[src/rtl/bt_pkg.sv]
// ============================================================================
// Package : bt_pkg
// Brief   : Shared types and constants for the HC-05 UART transmitter.
//           BT_UART_PARITY_EN adds the PARITY state to the FSM encoding.
// Rev     : 1.0  initial release
// ============================================================================
`default_nettype none

package bt_pkg;

  localparam int BAUD_DIV_115200 = 434;

  localparam logic [7:0] ASCII_HASH = 8'h23;
  localparam logic [7:0] ASCII_DASH = 8'h2D;

`ifdef BT_UART_PARITY_EN
  typedef enum logic [2:0] {
    TX_IDLE   = 3'd0,
    TX_START  = 3'd1,
    TX_DATA   = 3'd2,
    TX_PARITY = 3'd3,
    TX_STOP   = 3'd4
  } tx_state_t;

  function automatic logic even_parity(input logic [7:0] b);
    return ^b;
  endfunction
`else
  typedef enum logic [2:0] {
    TX_IDLE  = 3'd0,
    TX_START = 3'd1,
    TX_DATA  = 3'd2,
    TX_STOP  = 3'd3
  } tx_state_t;
`endif

endpackage

`default_nettype wire

[src/rtl/bt_byte_fifo.sv]
// ============================================================================
// Module  : bt_byte_fifo
// Brief   : Single-clock byte FIFO, power-of-two depth, async active-low reset.
// Rev     : 1.0  initial release
// ============================================================================
`default_nettype none

module bt_byte_fifo #(
  parameter int DEPTH = 8
) (
  input  logic       clk,
  input  logic       rst_n,
  input  logic       wr,
  input  logic [7:0] din,
  input  logic       rd,
  output logic       full,
  output logic       empty,
  output logic [7:0] dout
);

  localparam int AW = $clog2(DEPTH);

  logic [7:0]    mem_q [DEPTH];
  logic [AW-1:0] wr_ptr_q, wr_ptr_d;
  logic [AW-1:0] rd_ptr_q, rd_ptr_d;
  logic [AW:0]   count_q, count_d;
  logic          w_wr_en;
  logic          w_rd_en;

  assign full    = (count_q == (AW+1)'(DEPTH));
  assign empty   = (count_q == '0);
  assign dout    = mem_q[rd_ptr_q];
  // Full is judged on the registered count, so a same-cycle pop never frees a slot early.
  assign w_wr_en = wr && !full;
  assign w_rd_en = rd && !empty;

  always_comb begin
    wr_ptr_d = wr_ptr_q;
    rd_ptr_d = rd_ptr_q;
    count_d  = count_q + {{AW{1'b0}}, w_wr_en} - {{AW{1'b0}}, w_rd_en};
    if (w_wr_en) wr_ptr_d = wr_ptr_q + AW'(1);
    if (w_rd_en) rd_ptr_d = rd_ptr_q + AW'(1);
  end

  always_ff @(posedge clk or negedge rst_n) begin
    if (!rst_n) begin
      wr_ptr_q <= '0;
      rd_ptr_q <= '0;
      count_q  <= '0;
    end else begin
      wr_ptr_q <= wr_ptr_d;
      rd_ptr_q <= rd_ptr_d;
      count_q  <= count_d;
    end
  end

  always_ff @(posedge clk) begin
    if (w_wr_en) mem_q[wr_ptr_q] <= din;
  end

endmodule

`default_nettype wire

[src/rtl/bt_uart_tx.sv]
// ============================================================================
// Module  : bt_uart_tx
// Brief   : FIFO-buffered 8N1 UART transmitter for the HC-05 Bluetooth link.
//           Define BT_UART_PARITY_EN for 8E1 framing.
// Rev     : 1.0  initial release
// ============================================================================
`default_nettype none

module bt_uart_tx
  import bt_pkg::*;
#(
  parameter int CLK_HZ     = 50_000_000,
  parameter int BAUD_DIV   = BAUD_DIV_115200,
  parameter int FIFO_DEPTH = 8
) (
  input  logic       clk_50M,
  input  logic       rst_n,
  input  logic       msg_wr,
  input  logic [7:0] msg,
  output logic       bt_tx,
  output logic       fifo_full,
  output logic       tx_busy,
  output logic [7:0] drop_cnt
);

  generate
    if (BAUD_DIV < 2 || BAUD_DIV > 65535 || FIFO_DEPTH < 2 || FIFO_DEPTH > 64 ||
        (FIFO_DEPTH & (FIFO_DEPTH - 1)) != 0 || CLK_HZ < BAUD_DIV) begin : g_bad_cfg
      $error("bt_uart_tx: illegal parameter set");
    end
  endgenerate

  tx_state_t   state_q, state_d;
  logic [15:0] baud_q, baud_d;
  logic [2:0]  bit_q, bit_d;
  logic [7:0]  shift_q, shift_d;
  logic        tx_q, tx_d;
  logic        busy_q, busy_d;
  logic [7:0]  drop_q, drop_d;
`ifdef BT_UART_PARITY_EN
  logic        parity_q, parity_d;
`endif

  logic        w_pop;
  logic        w_empty;
  logic [7:0]  w_head;
  logic        w_bit_end;

  bt_byte_fifo #(
    .DEPTH (FIFO_DEPTH)
  ) u_fifo (
    .clk   (clk_50M),
    .rst_n (rst_n),
    .wr    (msg_wr),
    .din   (msg),
    .rd    (w_pop),
    .full  (fifo_full),
    .empty (w_empty),
    .dout  (w_head)
  );

  assign w_bit_end = (baud_q == 16'(BAUD_DIV - 1));

  always_comb begin
    state_d = state_q;
    baud_d  = baud_q;
    bit_d   = bit_q;
    shift_d = shift_q;
    tx_d    = 1'b1;
    w_pop   = 1'b0;
`ifdef BT_UART_PARITY_EN
    parity_d = parity_q;
`endif
    if (state_q != TX_IDLE) baud_d = w_bit_end ? 16'd0 : baud_q + 16'd1;

    // tx_d is the line level for the current state; it lands on bt_tx one cycle later.
    case (state_q)
      TX_IDLE: begin
        if (!w_empty) begin
          w_pop   = 1'b1;
          shift_d = w_head;
          bit_d   = 3'd0;
          baud_d  = 16'd0;
          state_d = TX_START;
`ifdef BT_UART_PARITY_EN
          parity_d = even_parity(w_head);
`endif
        end
      end
      TX_START: begin
        tx_d = 1'b0;
        if (w_bit_end) state_d = TX_DATA;
      end
      TX_DATA: begin
        tx_d = shift_q[0];
        if (w_bit_end) begin
          shift_d = shift_q >> 1;
          if (bit_q == 3'd7) begin
`ifdef BT_UART_PARITY_EN
            state_d = TX_PARITY;
`else
            state_d = TX_STOP;
`endif
          end else begin
            bit_d = bit_q + 3'd1;
          end
        end
      end
`ifdef BT_UART_PARITY_EN
      TX_PARITY: begin
        tx_d = parity_q;
        if (w_bit_end) state_d = TX_STOP;
      end
`endif
      TX_STOP: begin
        if (w_bit_end) state_d = TX_IDLE;
      end
      default: state_d = TX_IDLE;
    endcase
  end

  always_comb begin
    busy_d = (state_q != TX_IDLE) || !w_empty;
    drop_d = drop_q;
    if (msg_wr && fifo_full && drop_q != 8'hFF) drop_d = drop_q + 8'd1;
  end

  always_ff @(posedge clk_50M or negedge rst_n) begin
    if (!rst_n) begin
      state_q <= TX_IDLE;
      baud_q  <= 16'd0;
      bit_q   <= 3'd0;
      shift_q <= 8'd0;
      tx_q    <= 1'b1;
      busy_q  <= 1'b0;
      drop_q  <= 8'd0;
`ifdef BT_UART_PARITY_EN
      parity_q <= 1'b0;
`endif
    end else begin
      state_q <= state_d;
      baud_q  <= baud_d;
      bit_q   <= bit_d;
      shift_q <= shift_d;
      tx_q    <= tx_d;
      busy_q  <= busy_d;
      drop_q  <= drop_d;
`ifdef BT_UART_PARITY_EN
      parity_q <= parity_d;
`endif
    end
  end

  assign bt_tx    = tx_q;
  assign tx_busy  = busy_q;
  assign drop_cnt = drop_q;

endmodule

`default_nettype wire

[config.mk]
export PLATFORM = sky130hd
export DESIGN_NAME = bt_uart_tx
export DESIGN_NICKNAME = d
export VERILOG_FILES = /design/src/rtl/bt_pkg.sv /design/src/rtl/bt_byte_fifo.sv /design/src/rtl/bt_uart_tx.sv
export SDC_FILE = /design/constraint.sdc
export NUM_CORES = 1
export LEC_CHECK = 0
export CORE_MARGIN = 2
export CORE_UTILIZATION = 65
export DETAILED_ROUTE_END_ITERATION = 10
export GPL_TIMING_DRIVEN = 0
export PLACE_DENSITY = 0.85
export SLEW_MARGIN = 10
export SYNTH_ARGS = -nofsm -noshare
export SYNTH_HDL_FRONTEND = slang
export SYNTH_SLANG_ARGS = --single-unit
[constraint.sdc]
create_clock -name clk_50M -period 5.5 [get_ports clk_50M]
set_input_delay 1.65 -clock clk_50M [delete_from_list [all_inputs] [get_ports clk_50M]]
set_output_delay 1.65 -clock clk_50M [all_outputs]
set_load 0.02 [all_outputs]
## Word level (Yosys, flattened, before mapping)

Memories as Yosys holds them, arrays and structs flattened.
Cells that the tools add are included.

| word-level totals | value |
|---|---|
| logic and storage cells | 67 |
| memories kept | 1 |
| memory bits (writable) | 64 |
| register bits after elaboration | 50 |
| bits in latches | 0 |
| memory bits (read-only) | 0 |
| input bits | 11 |
| output and inout port bits | 11 |

| cells by class | value |
|---|---|
| add/sub/neg operators | 7 |
| divide/modulo/power cells | 0 |
| reduce and logical (&&, ||, !) cells | 14 |
| equal/unequal tests | 13 |
| multiplexer cells | 22 |
| shift operators | 0 |
| order comparisons | 0 |
| bitwise gates (word level) | 0 |
| multiply operators | 0 |

Memories:

| memory | words | width | rd ports | clocked after Yosys merged registers in | wr ports | RTL line | text |
|---|---|---|---|---|---|---|---|
| u_fifo.mem_q | 8 | 8 | 1 | 0 | 1 | bt_byte_fifo.sv:23 | `logic [7:0] mem_q [DEPTH];` |

Operator list:

| operator | number |
|---|---|
| 2-to-1 mux 16 bit | 4 |
| 2-to-1 mux 3 bit | 8 |
| adder 16 x 1 -> 16 bit, second input constant | 1 |
| equality test 16 x 9 -> 1 bit, second input constant | 1 |
| 2-to-1 mux 8 bit | 2 |
| case mux 8 bit (2 select lines) | 1 |
| != test 2 bit, second input constant | 6 |
| case mux 3 bit (4 select lines) | 1 |
| adder 3 x 1 -> 3 bit, second input constant | 3 |
| adder 8 x 1 -> 8 bit, second input constant | 1 |
| != test 8 bit, second input constant | 1 |
| equality test 3 x 2 -> 1 bit, second input constant | 2 |
| case mux 3 bit (2 select lines) | 1 |
| AND reduction 5 bit | 1 |
| adder 4 x 1 -> 4 bit | 1 |
| equality test 4 bit, second input constant | 1 |
| logical AND 1 bit | 4 |
| zero test 4 bit | 1 |
| 2-to-1 mux 1 bit | 4 |
| AND reduction 4 bit | 1 |
| subtractor 4 x 1 -> 4 bit | 1 |
| equality test 3 x 1 -> 1 bit, second input constant | 1 |
| equality test 3 bit, second input constant | 1 |
| zero test 3 bit | 1 |
| other kinds (6) | 7 |

## Logic depth before layout (Yosys ltp)

| logic depth | value |
|---|---|
| depth after elaboration | 5 |
| gate-level depth with buffers | 9 |
| depth with buffers taken out | 9 |

## Modules after synthesis

From an unflattened synthesis, not the netlist that was laid out.

| second synthesis, totals | value |
|---|---|
| cells, all modules | 385 |
| area, all modules | 5380.2 µm² |

By module, submodules not included:

| module | instances | sequential area each (µm²) | cells an instance | area each (µm²) |
|---|---|---|---|---|
| bt_byte_fifo | 1 | 2172.1 | 150 | 3067.9 |
| bt_uart_tx | 1 | 977.2 | 235 | 2312.2 |

## Worst setup path before layout

No wires, ideal clock.

| timing | value |
|---|---|
| path type | in2reg |
| from | in msg_wr |
| to | mem u_fifo.mem_q[0][0], enable pin |
| setup time | 383 ps |
| stages | 4 |
| arrival time | 2695 ps |
| required time | 5117 ps |
| buffers on the path | 1 |
| setup slack | 2422 ps |
| path through | and2_1 -> clkbuf_1 -> nand2b_1 -> nor3_1 |

| between the ends | value |
|---|---|
| cells in the longest elaborated chain, start to end | 3 |

RTL lines:

| item | RTL line | text |
|---|---|---|
| from (decl) | bt_uart_tx.sv:18 | `input logic msg_wr,` |
| logical AND 1 bit | bt_byte_fifo.sv:34 | `assign w_wr_en = wr && !full;` |
| named net u_fifo.w_wr_en | bt_byte_fifo.sv:27 | `logic w_wr_en;` |
| 2-to-1 mux 1 bit | bt_byte_fifo.sv:58 | `if (w_wr_en) mem_q[wr_ptr_q] <= din;` |
| 2-to-1 mux 1 bit (implied by the code) | bt_byte_fifo.sv:58 |  |
| to (decl) | bt_byte_fifo.sv:23 |  |

The timed path passes the listed nets, and every way through them passes these cells.

## Worst setup path in the final report

| timing | value |
|---|---|
| from | reg u_fifo.count_q[2] |
| to | out fifo_full |

| between the ends | value |
|---|---|
| cells in the longest elaborated chain, start to end | 1 |

RTL lines:

| item | RTL line | text |
|---|---|---|
| from (decl) | bt_byte_fifo.sv:26 | `logic [AW:0] count_q, count_d;` |
| from (signal assigned) | bt_byte_fifo.sv:53 | `count_q <= count_d;` |
| equality test 4 bit | bt_byte_fifo.sv:30 | `assign full = (count_q == (AW+1)'(DEPTH));` |
| to (decl) | bt_uart_tx.sv:21 | `output logic fifo_full,` |

Every way passes these cells.

==> flow_summary.toml <==
[status]
outcome = "finished, final reports clean"

[grt]
track_usage_pct = 29.3
grt_pass1_wl_um = 18100
grt-ovfl-total = 0
antenna_found_initial = 0
first_global_vias = 3324
grt_max_degree = 27

[clocking]
cts-htree-levels = 4
clock-root-buffer = "clkbuf_8"
cts_resized = 0
postCtsHoldBufs = 0
clkSinkCount = 113
postCtsSetupBuffers = 0
clk_latency_ns = 0.54
cts_buffers = 17
cts.path.max_buffers = 2
clk_pin_slew_ns = 0.06
cts_tree = "built"

[detailed_routing]
wl_per_cell_um = 21.3
drt_first_pass_iters = 5
vias_per_cell = 6.33
dr_total_vias = 3278
drcViolationCount = 0
finalWirelength_um = 11100
drt-initial-drc-count = 257
ant_nets = 0

[yosys]
synthXorXnorAreaFrac_pct = 2.64
yosysWarnings = 0
syn_nets = 394
synth_edf_count = 64
syn_inst = 365
synth_top_family_by_area = "simple AND/OR/NAND/NOR gates"
ys_ff_latch = 113
synthMuxAreaShare_pct = 8.38
synthAdderAreaFrac_pct = 4.68
ys.flop_type = "edfxtp_1"
synth_compound_area_share_pct = 7.53
synth_area_um2 = 4970
avgSynthCellArea_um2 = 13.6
synth-simple-area-share_pct = 10.6
yosysSeqAreaShare_pct = 63.4
synth_cell_type_count = 50
async_flop_share_pct = 43.4

[finish]
nNetsFinal = 435
stdcell_area_um2 = 5910
antenna_cells = 0
area_growth_pct = 18.8
drive_above_1_share_pct = 16.5
fillCellCount = 354

[floorplan]
die_h_um = 91.4
fp-row-count = 31
top_level_ports = 22
die_w_um = 91.4
core_um2 = 7330
die-area_um2 = 8360
initial_utilization_pct = 67.8

[pwr]
power_w = 0.00248
peakVddDrop_uv = 413
power.density_nw_per_um2 = 420
leakage_nw = 2.30

[timing]
skew_ns = 0.0108
hold_violations = 0
setup_violations = 0
max_freq_mhz = 273
relSlewSlack_pct = 33.9
tightest_slew_ns = 0.988
timing.final.ws_setup_ns = 1.83
rsz0062_at_grt = "no"
slew_viol_final = 0
period_needed_ns = 3.67
setup_tns_ns = 0
period_share_pct = 66.7

[worst_setup_path]
cp-end-kind = "primary output"
crit_slowest_cell = "clkdlybuf4s50_1"
critical_path.cell_chain = "inv_1 -> ha_1 -> nand2_1 -> inv_1 -> clkdlybuf4s50_1"
setup.worst_path.start_class = "flip-flop"
crit_family = "buffers and inverters"
slowest_delay_ns = 0.59
cpMostUsedCell = "inv_1"
criticalPathCategory = "reg -> out"
r2r_start = "u_fifo.count_q[2]"
critPathBufInv = 3
r2r_slack_ns = 2.83
required_ns = 3.85
r2r_end = "u_fifo.mem_q[2][0]"
cp_max_fo = 3
cp_data_arrival_time_ns = 2.02
reg2reg_depth = 7

[placement]
place_area_um2 = 5330
place_ws_ns = 1.61
port_buffers = 21
dp_hpwl_um = 6290
gp_congestion = 0.851

[worst_hold_path]
min_delay_path_depth = 2
holdPathEnd = "shift_q[1]"
hp-start = "shift_q[1]"
hold_class = "reg -> reg"

[run]
drv_cap = 0
tightest hold or removal path, cell delays in order (launching register included):
cell and delay [ns]:
dfrtp_1 0.34, nand2_1 0.04, o21ai_0 0.06
cell usage after synthesis (2+ instances only):
library cell	number	share of area (%)
xor2_1	9	1.6
ha_1	17	4.3
clkbuf_1	11	0.83
nand2b_1	3	0.38
or3_1	3	0.38
a31oi_1	4	0.50
edfxtp_1	64	39
a21oi_1	8	0.81
or4_1	2	0.30
nor2_1	18	1.4
inv_1	16	1.2
o21ai_0	26	2.6
o22a_1	7	1.2
dfrtp_1	48	24
a22o_1	2	0.35
nand4_1	7	0.88
and3_1	5	0.63
mux4_2	16	7.3
or2_2	2	0.25
nand3_1	12	1.2
buf_2	3	0.30
mux2_2	5	1.1
xnor2_1	6	1.1
o21ai_1	2	0.20
nor3_1	10	1.0
nand2_1	35	2.6
state kept, by name, indices dropped and copies added, names as in the netlist:
| signal | cells |
|---|---|
| u_fifo.wr_ptr_q | 3 |
| u_fifo.rd_ptr_q | 3 |
| tx_busy | 1 |
| u_fifo.mem_q | 64 |
| bt_tx | 1 |
| drop_cnt | 8 |
| baud_q | 16 |
| bit_q | 3 |
| state_q | 2 |
| u_fifo.count_q | 4 |
| shift_q | 8 |
kinds of logic after synthesis:
group                      Yosys count
DFF                                113
and+or+nand+nor                    105
AOI/OAI and AO/OA                   60
buffers and inverters               33
muxes                               21
adders and majority gates           18
xor gates and xnor gates            15
cells in the final DEF, fill, tap and decap left out, types with 16 or more instances in the layout:
cell and n:
clkdlybuf4s50_1 20, edfxtp_1 64, nand2_1 35, mux4_2 16, o21ai_0 26, dfrtp_1 48
inv_1 16, ha_1 17, nor2_1 18, clkbuf_16 16
where the power goes:
group / leakage, nW / internal, W / switching, W
registers: 1.20 / 0.00102 / 0.0000696
logic: 0.816 / 0.000135 / 0.000189
clock network: 0.285 / 0.000620 / 0.000449
worst max path at each step:
| stage | startpoint | to | cells after the start | slack [ns] |
|---|---|---|---|---|
| final | u_fifo.count_q[2] | fifo_full | 5 | 1.83 |
| after global routing | u_fifo.count_q[2] | fifo_full | 5 | 1.79 |
| after CTS | u_fifo.count_q[2] | fifo_full | 5 | 1.83 |
| after global placement | msg_wr | u_fifo.mem_q[0][5] | 5 | 1.28 |
| after floorplan | msg_wr | u_fifo.mem_q[0][0] | 4 | 2.42 |
| after detailed placement | msg_wr | u_fifo.mem_q[7][5] | 5 | 1.61 |
per-stage QoR:
stage / hold WS [ns] / std cells / util, %
finish: 0.481 / 518 / 80.6
CTS: 0.479 / 518 / 80.6
global placement: 0.457 / 485 / 72.4
global route: 0.523 / 518 / 80.6
detailed placement: 0.466 / 486 / 72.7
floorplan: 0.445 / 365 / -
area by class of cell:
cell class                 instances  area [um^2]  share of cell area (%)
sequential                       113         3150                    53.3
multi-input combinational        219         1690                    28.7
clock buffer                      17          414                    7.01
timing repair buffer              22          225                    3.81
clock inverter                    15          163                    2.75
tap                               99          124                    2.10
buffer                            16         72.6                    1.23
inverter                          17         63.8                    1.08
routing by layer:
layer  GRT usage, %  vias to the layer above  share of wire [%]
li1               -                     1457                  -
met1           38.2                     1624                 40
met2           46.5                      157                 50
met3           7.22                       40                6.2
met4           14.1                        0                3.5
met5              0                        -                  0
Power figures use the tool's default switching activity.
